## src/rtl/cla_pkg.sv

```systemverilog
// Shared constants and FSM encoding for the multi-word add scheduler.
package cla_pkg;
    localparam int WW   = 16;
    localparam int MAXW = 4;
    localparam int OPW  = 64;

    localparam logic [1:0] ST_IDLE = 2'd0;
    localparam logic [1:0] ST_BUSY = 2'd1;
    localparam logic [1:0] ST_DONE = 2'd2;
endpackage

```

## src/rtl/cla_16bit.sv

```systemverilog
// 16-bit carry-lookahead adder: four 4-bit groups with group generate/propagate.
module cla_16bit (
    input  logic [15:0] a,
    input  logic [15:0] b,
    input  logic        cin,
    output logic [15:0] sum,
    output logic        cout
);
    logic [15:0] g;
    logic [15:0] p;
    logic [16:0] c;
    logic [3:0]  gg;
    logic [3:0]  gp;
    logic [4:0]  gc;

    always_comb begin
        g  = a & b;
        p  = a ^ b;
        gg = '0;
        gp = '0;
        gc = '0;
        c  = '0;
        for (int j = 0; j < 4; j++) begin
            gg[j] = g[4*j+3] | (p[4*j+3] & g[4*j+2]) | (p[4*j+3] & p[4*j+2] & g[4*j+1])
                  | (p[4*j+3] & p[4*j+2] & p[4*j+1] & g[4*j]);
            gp[j] = &p[4*j +: 4];
        end
        // Group carries come from the lookahead terms, not from the bit chain.
        gc[0] = cin;
        for (int j = 0; j < 4; j++) begin
            gc[j+1] = gg[j] | (gp[j] & gc[j]);
        end
        for (int j = 0; j < 4; j++) begin
            c[4*j] = gc[j];
            for (int i = 0; i < 3; i++) begin
                c[4*j+i+1] = g[4*j+i] | (p[4*j+i] & c[4*j+i]);
            end
        end
        c[16] = gc[4];
        sum   = p ^ c[15:0];
        cout  = c[16];
    end
endmodule

```

## src/rtl/cla_add_sched.sv

```systemverilog
// Round-robin scheduler sharing one cla_16bit across two requesters for
// multi-word adds, one 16-bit word per cycle with a registered carry chain.
module cla_add_sched #(
    parameter int NREQ = 2,
    parameter int WW   = 16,
    parameter int MAXW = 4
) (
    input  logic                   clk,
    input  logic                   rst_n,
    input  logic [NREQ-1:0]        req_valid,
    output logic [NREQ-1:0]        req_ready,
    input  logic [NREQ*WW*MAXW-1:0] req_a,
    input  logic [NREQ*WW*MAXW-1:0] req_b,
    input  logic [NREQ*2-1:0]      req_len,
    input  logic [NREQ-1:0]        req_cin,
    output logic                   rsp_valid,
    input  logic                   rsp_ready,
    output logic                   rsp_id,
    output logic [WW*MAXW-1:0]     rsp_sum,
    output logic                   rsp_cout
);
    import cla_pkg::ST_IDLE;
    import cla_pkg::ST_BUSY;
    import cla_pkg::ST_DONE;

    localparam int OPW = WW * MAXW;

    logic [1:0]     state;
    logic           last;
    logic           win;
    logic           grant;
    logic [1:0]     k;
    logic [1:0]     len_reg;
    logic           fin;
    logic           cin_reg;
    logic           carry_reg;
    logic [OPW-1:0] a_reg;
    logic [OPW-1:0] b_reg;
    logic [WW-1:0]  add_a;
    logic [WW-1:0]  add_b;
    logic [WW-1:0]  add_sum;
    logic           add_cin;
    logic           add_cout;

    // Handshakes: a transfer happens on an edge where valid and ready are both
    // high; req_ready is only ever raised in IDLE, rsp_valid only in DONE.
    always_comb begin
        win = req_valid[~last] ? ~last : last;
        grant = (state == ST_IDLE) && rst_n && req_valid[win];
        req_ready = '0;
        if (grant) req_ready[win] = 1'b1;
    end

    assign rsp_valid = (state == ST_DONE);
    assign add_a     = a_reg[32'(k)*WW +: WW];
    assign add_b     = b_reg[32'(k)*WW +: WW];
    assign add_cin   = (k == 2'd0) ? cin_reg : carry_reg;

    cla_16bit u_adder (
        .a    (add_a),
        .b    (add_b),
        .cin  (add_cin),
        .sum  (add_sum),
        .cout (add_cout)
    );

    always_ff @(posedge clk or negedge rst_n) begin
        if (!rst_n) begin
            state     <= ST_IDLE;
            last      <= 1'b1;
            k         <= 2'd0;
            fin       <= 1'b0;
            len_reg   <= 2'd0;
            cin_reg   <= 1'b0;
            carry_reg <= 1'b0;
            a_reg     <= '0;
            b_reg     <= '0;
            rsp_id    <= 1'b0;
            rsp_sum   <= '0;
            rsp_cout  <= 1'b0;
        end else begin
            case (state)
                ST_IDLE: begin
                    if (grant) begin
                        a_reg   <= req_a[32'(win)*OPW +: OPW];
                        b_reg   <= req_b[32'(win)*OPW +: OPW];
                        len_reg <= req_len[32'(win)*2 +: 2];
                        cin_reg <= req_cin[win];
                        rsp_id  <= win;
                        last    <= win;
                        rsp_sum <= '0;
                        k       <= 2'd0;
                        fin     <= 1'b0;
                        state   <= ST_BUSY;
                    end
                end
                ST_BUSY: begin
                    // After the last word one settle cycle passes before DONE.
                    if (fin) begin
                        fin   <= 1'b0;
                        k     <= 2'd0;
                        state <= ST_DONE;
                    end else begin
                        rsp_sum[32'(k)*WW +: WW] <= add_sum;
                        carry_reg <= add_cout;
                        k         <= k + 2'd1;
                        if (k == len_reg) begin
                            fin      <= 1'b1;
                            rsp_cout <= add_cout;
                        end
                    end
                end
                ST_DONE: begin
                    if (rsp_ready) state <= ST_IDLE;
                end
                default: state <= ST_IDLE;
            endcase
        end
    end
endmodule
```

## config.mk

```make
export PLATFORM = sky130hd
export DESIGN_NAME = cla_add_sched
export DESIGN_NICKNAME = d
export VERILOG_FILES = /design/src/rtl/cla_pkg.sv /design/src/rtl/cla_16bit.sv /design/src/rtl/cla_add_sched.sv
export SDC_FILE = /design/constraint.sdc
export NUM_CORES = 1
export LEC_CHECK = 0
export CORE_MARGIN = 10
export CORE_UTILIZATION = 50
export CTS_CLUSTER_DIAMETER = 50
export CTS_CLUSTER_SIZE = 24
export DETAILED_ROUTE_END_ITERATION = 10
export PLACE_DENSITY = 0.93
export SLEW_MARGIN = 15
export SYNTH_ARGS = -nofsm -noshare
export SYNTH_HDL_FRONTEND = slang
export SYNTH_SLANG_ARGS = --single-unit
```

## constraint.sdc

```tcl
create_clock -name clk -period 6.1 [get_ports clk]
set_input_delay 1.525 -clock clk [delete_from_list [all_inputs] [get_ports clk]]
set_output_delay 1.525 -clock clk [all_outputs]
set_load 0.01 [all_outputs]
```

# After elaboration in Yosys (flattened, before gate mapping)
# Cells that the tools add are included.
dict set report totals {
  register_bits 204
  inputBits 267
  output_inout_bits 69
  word_cells 142
}
dict set report op_classes {
  n_addsub 2
  n_lt_le_gt_ge 3
  n_eq_ne 7
  shift 7
  mux 26
  n_bitwise 69
  n_reduce_logical 16
}
# op count
set op_table {}
lappend op_table {{indexed part select 128 x 8 -> 64 bit} 2}
lappend op_table {{two-way mux 64 bit} 2}
lappend op_table {{case mux 64 bit (2 select lines)} 1}
lappend op_table {{indexed part select 64 x 7 -> 16 bit} 2}
lappend op_table {{bitwise mux 64 bit} 1}
lappend op_table {{variable shift 16 x 34 -> 64 bit (first input constant)} 1}
lappend op_table {{indexed part select 16 x 34 -> 64 bit} 1}
lappend op_table {{AND 1 bit} 36}
lappend op_table {{negator 6 -> 34 bit} 1}
lappend op_table {{bitwise XOR 16 bit} 2}
lappend op_table {{OR 1 bit} 28}
lappend op_table {{AND 16 bit} 1}
lappend op_table {{AND reduction 4 bit} 4}
lappend op_table {{two-way mux 1 bit} 12}
lappend op_table {{two-way mux 2 bit} 6}
lappend op_table {{AND reduction 3 bit} 3}
lappend op_table {{!= test 2 bit (second input constant)} 3}
lappend op_table {{case mux 2 bit (3 select lines)} 1}
lappend op_table {{AND reduction 2 bit} 3}
lappend op_table {{zero test 2 bit} 2}
lappend op_table {{less-than comparator 1 x 2 -> 1 bit (second input constant)} 2}
lappend op_table {{case mux 2 bit (2 select lines)} 1}
lappend op_table {{indexed part select 4 x 3 -> 2 bit} 1}
lappend op_table {{logical AND 1 bit} 3}
lappend op_table {{10 further kinds} 11}

# Logic depth before layout (Yosys ltp)
dict set report depth {
  depth_word 22
  depth_mapped 15
}

# Cells and area by module
# From an unflattened synthesis, not the netlist that was laid out.
dict set report hier_totals {
  cells_unflattened 815
  hier_area_um2 10696.5
}
# module n_inst cells_per_inst area_per_inst_um2 seq_area_each_um2
set modules_own_cells {}
lappend modules_own_cells {cla_add_sched 1 743 10003.3 5106.1}
lappend modules_own_cells {cla_16bit 1 72 693.2 0.0}

# Worst setup path after synthesis
# No wires, ideal clock.
dict set report synth_timing {
  path_type {input port to output port}
  from {in req_valid[1]}
  to {out req_ready[0]}
  arrival_ns 2.392
  required_ns 4.575
  slack_ns 2.183
  cell_stages 5
  path_buffers 3
  path_cell_list {o21ai_0 > buf_2 > buf_4 > buf_2 > and2_1}
}
dict set report synth_between {
  elab_chain_cells 8
  elab_cells_between_ends 12
  cone_classes {order compare: 2; mux: 8; reduce/logical: 2}
}
# item line
set synth_lines {}
lappend synth_lines {{start, declared} cla_add_sched.sv:10} ;# input logic [NREQ-1:0] req_valid,
lappend synth_lines {{two-way mux 1 bit (implied by the code) (2 in series)} cla_add_sched.sv:48} ;# win = req_valid[~last] ? ~last : last;
lappend synth_lines {{two-way mux 1 bit} cla_add_sched.sv:48}
lappend synth_lines {{less-than comparator 1 x 2 -> 1 bit (implied by the code) or greater-or-equal comparator 1 bit (tied branches)} cla_add_sched.sv:51} ;# if (grant) req_ready[win] = 1'b1;
lappend synth_lines {{logical AND 1 bit (implied by the code)} cla_add_sched.sv:51}
lappend synth_lines {{two-way mux 1 bit (implied by the code)} cla_add_sched.sv:51}
lappend synth_lines {{demux 1 bit (select 1 bit)} cla_add_sched.sv:51}
lappend synth_lines {{two-way mux 2 bit *} cla_add_sched.sv:51}
lappend synth_lines {{end, declared} cla_add_sched.sv:11} ;# output logic [NREQ-1:0] req_ready,
# Every way passes the cells marked *; elsewhere a longest branch is shown, timed or not. The select of a mux whose other input is x is not followed.

# Final worst setup path
dict set report layout_timing {
  from {in req_valid[1]}
  to {out req_ready[1]}
}
# The elaborated chain is that of the path after synthesis.

==> summary.md <==
• **width of the chip** 164 µm
• **clock sink count** 204
• **Total GRT Usage** 22.9%
• **Final period util** 77.8%
• **number of buffers added by the clock tree synthesis step** 17
• **cell count after synthesis** 954
• **hold buffer count at CTS** 0
• **multi-input gate area in the final layout** 4850 µm²
• **Worst Hold Class** flip-flop to flip-flop
• **Post-Syn Area** 10300 µm²
• **DPL Wire Length** 25300 µm
• **cell family with the largest share of critical-path delay** buffers and inverters
• **number of global-route vias before repair** 8940
• **die height** 164 µm
• **Seq. cell area** 5110 µm²
• **fill cell instance count of the final layout** 1445
• **delay of the slowest cell on the worst path** 0.63 ns
• **Post-Route Hold Slack** 0.478 ns
• **drt first pass iters** 7
• **first-pass GRT wire length** 48600 µm
• **total via count after detailed routing** 8479
• **area growth from synthesis to layout** 39.7%
• **Routability Congestion** 0.863
• **Arrival @ worst endpoint** 3.22 ns
• **mean number of vias per cell** 5.54
• **area of the core region** 20300 µm²
• **critical path depth in cells** 4
• **startpoint of the worst register-to-register path** k[0]$_DFFE_PN0P_
• **maximum vdd drop** 0.000403 V
• **Clock H-tree levels** 1
• **Primary FF master, synth** sky130_fd_sc_hd__dfrtp_1
• **Critical Path Start** req_valid[1]
• **setup repair after global routing missed its margin** false
• **# Post-CTS Setup Buffers** 0
• **crit path kind** primary input to primary output
• **Worst path slowest cell** sky130_fd_sc_hd__clkdlybuf4s50_1
• **ratio of cells with drive above 1 in the final layout** 6.58%
• **kind of start point of the critical path** primary input
• **sort of element at the end of the critical path** primary output
• **post-synth cell types** 36
• **post-route ant nets** 0
• **critical register-to-register path endpoint** rsp_sum[11]$_DFFE_PN0P_
• **share of flip-flops with an asynchronous set or reset after synthesis** 100%
• **routed wire length** 31700 µm
• **Yosys warnings** 0
• **Final Critical Period** 4.75 ns
• **Worst-path clk slew** 0.07 ns
• **# nets final** 1549
• **Buf+Inv Stages, Crit Path** 2
• **clock buffer depth** 3
• **global-route congestion overflow total** 0
• **# DRC** 0
• **maximum fanout encountered on the critical timing path** 3
• **initial DRC count** 585
• **number of enable-type register cells in the synthesized netlist** 0
• **peak clock frequency supported by timing** 211 MHz
• **number of antenna repair diodes** 0
• **Die Outline Area** 26800 µm²
• **final hold violation count** 0
• **initial core utilization** 51.0%
• **worst-case headroom to the max-slew limit** 36.4%
• **clock skew after layout** 0.0187 ns
• **total negative setup slack** 0 ns
• **max-cap check violation count** 0
• **leakage** 6.36 nW
• **post-layout total power** 0.00685 W
• **clock tree from TritonCTS** yes
• **mean cell area of the mapped netlist** 10.8 µm²
• **library cell appearing most often on the critical path** sky130_fd_sc_hd__clkdlybuf4s50_1
• **number of ports placed on the die boundary** 336
• **Worst setup endpoint** req_ready[1]
• **port bufs** 335
• **maximum number of pins on one net before global-route repair** 268
• **outcome** finished, final reports clean
• **Cell Chain, Critical Path** clkdlybuf4s50_1 > o211ai_1 > nor2_1 > clkdlybuf4s50_1
• **Post-CTS Resized** 0
• **standard-cell rows** 52
• **post-synthesis register bit count** 204
• **number of max-slew violations in the final report** 0
• **final number of setup-violating endpoints** 0
• **final routed wire length divided by cell count** 20.7 µm
• **slack of the worst reg-to-reg path** 1.63 ns
• **Register-to-Register Path Depth** 11
• **cell at the root of the clock tree** sky130_fd_sc_hd__clkbuf_16
• **cell area power density** 474 nW/µm²
• **later-pin clock latency in the skew report** 0.49 ns
• **initial antenna violation count** 0
• **required time of the critical path** 4.58 ns
• **post-synthesis sequential area ratio** 49.3%
• **Synth Net Count** 1253
• **Worst-Margin Slew** 0.955 ns
routing by layer:
layer  track usage, %  up-vias  wire [µm]
met3             5.38       53       2310
li1                 -     3980          -
met1             27.4     4120      12200
met4             5.56        0        732
met2             40.7      326      16500
met5                0        -          0
stage by stage:
stage / util, % / std cells / cell area [µm²] / setup slack [ns]
after floorplan: - / 954 / 10300 / 2.18
after detailed placement: 68.3 / 1501 / 13900 / 1.37
after CTS: 71.2 / 1531 / 14500 / 1.37
after global placement: 68.3 / 1501 / 13900 / 1.39
final: 71.2 / 1531 / 14500 / 1.35
after global routing: 71.2 / 1531 / 14500 / 1.28
kinds of logic after synthesis:
group | Yosys count | share of synthesized area [%]
AOI/OAI and AO/OA | 222 | 12.7
xor gates and xnor gates | 6 | 0.508
adders and majority gates | 32 | 4.74
buffers and inverters | 100 | 4.16
DFF | 204 | 49.3
muxes | 166 | 20.0
and+or+nand+nor | 224 | 8.55
cells in the mapped netlist, types with 3 or more instances:
library cell	instances	share of area, %
sky130_fd_sc_hd__dfrtp_1	203	49
sky130_fd_sc_hd__xnor2_1	3	0.25
sky130_fd_sc_hd__nand2_1	201	7.3
sky130_fd_sc_hd__nand3_1	7	0.34
sky130_fd_sc_hd__xor2_1	3	0.25
sky130_fd_sc_hd__clkbuf_1	28	1.0
sky130_fd_sc_hd__nand4_1	5	0.30
sky130_fd_sc_hd__fa_1	12	2.3
sky130_fd_sc_hd__nor2_1	4	0.15
sky130_fd_sc_hd__mux2i_1	132	13
sky130_fd_sc_hd__o22ai_1	4	0.24
sky130_fd_sc_hd__buf_2	38	1.8
sky130_fd_sc_hd__o21ai_0	134	6.5
sky130_fd_sc_hd__mux4_2	32	7.0
sky130_fd_sc_hd__o31ai_1	65	4.7
sky130_fd_sc_hd__ha_1	20	2.4
sky130_fd_sc_hd__a21o_1	4	0.29
sky130_fd_sc_hd__inv_1	31	1.1
sky130_fd_sc_hd__a21oi_1	6	0.29
layout make-up:
cell class / count / share of cell area, %
clock inverters: 11 / 1.04
well taps: 270 / 2.34
clock buffers: 19 / 2.99
flip-flops and latches: 204 / 35.3
repair buffers: 346 / 24.0
inverters: 31 / 0.805
multi-input cells: 650 / 33.5
tightest hold or removal path, cell delays in order (launching register included):
cell	delay [ns]
sky130_fd_sc_hd__dfrtp_1	0.34
sky130_fd_sc_hd__nand2_1	0.05
sky130_fd_sc_hd__o21ai_0	0.06
report_power, final:
group	internal, W	switching (W)
combinational	0.00146	0.00209
sequential	0.00183	0.000347
clock	0.000590	0.000538
cell usage in the layout, fill, tap and decap left out, drive strengths merged, types with 2 or more instances in the layout:
cell / instances
a21o: 4
a21oi: 6
and2: 2
and4: 2
buf: 11
clkbuf: 20
clkdlybuf4s50: 334
clkinv: 4
dfrtp: 203
fa: 12
ha: 20
inv: 37
mux2: 2
mux2i: 132
mux4: 32
nand2: 201
nand3: 7
nand4: 5
nor2: 5
o21ai: 134
o21bai: 2
o22ai: 4
o31ai: 65
xnor2: 3
xor2: 3
worst min path at each step:
stage	from	endpoint	cells past startpoint
after CTS	b_reg[62]$_DFFE_PN0P_	b_reg[62]$_DFFE_PN0P_	2
after global routing	a_reg[33]$_DFFE_PN0P_	a_reg[33]$_DFFE_PN0P_	2
after floorplan	a_reg[32]$_DFFE_PN0P_	a_reg[32]$_DFFE_PN0P_	2
after global placement	b_reg[35]$_DFFE_PN0P_	b_reg[35]$_DFFE_PN0P_	2
final	b_reg[62]$_DFFE_PN0P_	b_reg[62]$_DFFE_PN0P_	2
after detailed placement	b_reg[62]$_DFFE_PN0P_	b_reg[62]$_DFFE_PN0P_	2
(Power assumes the default switching activity.)
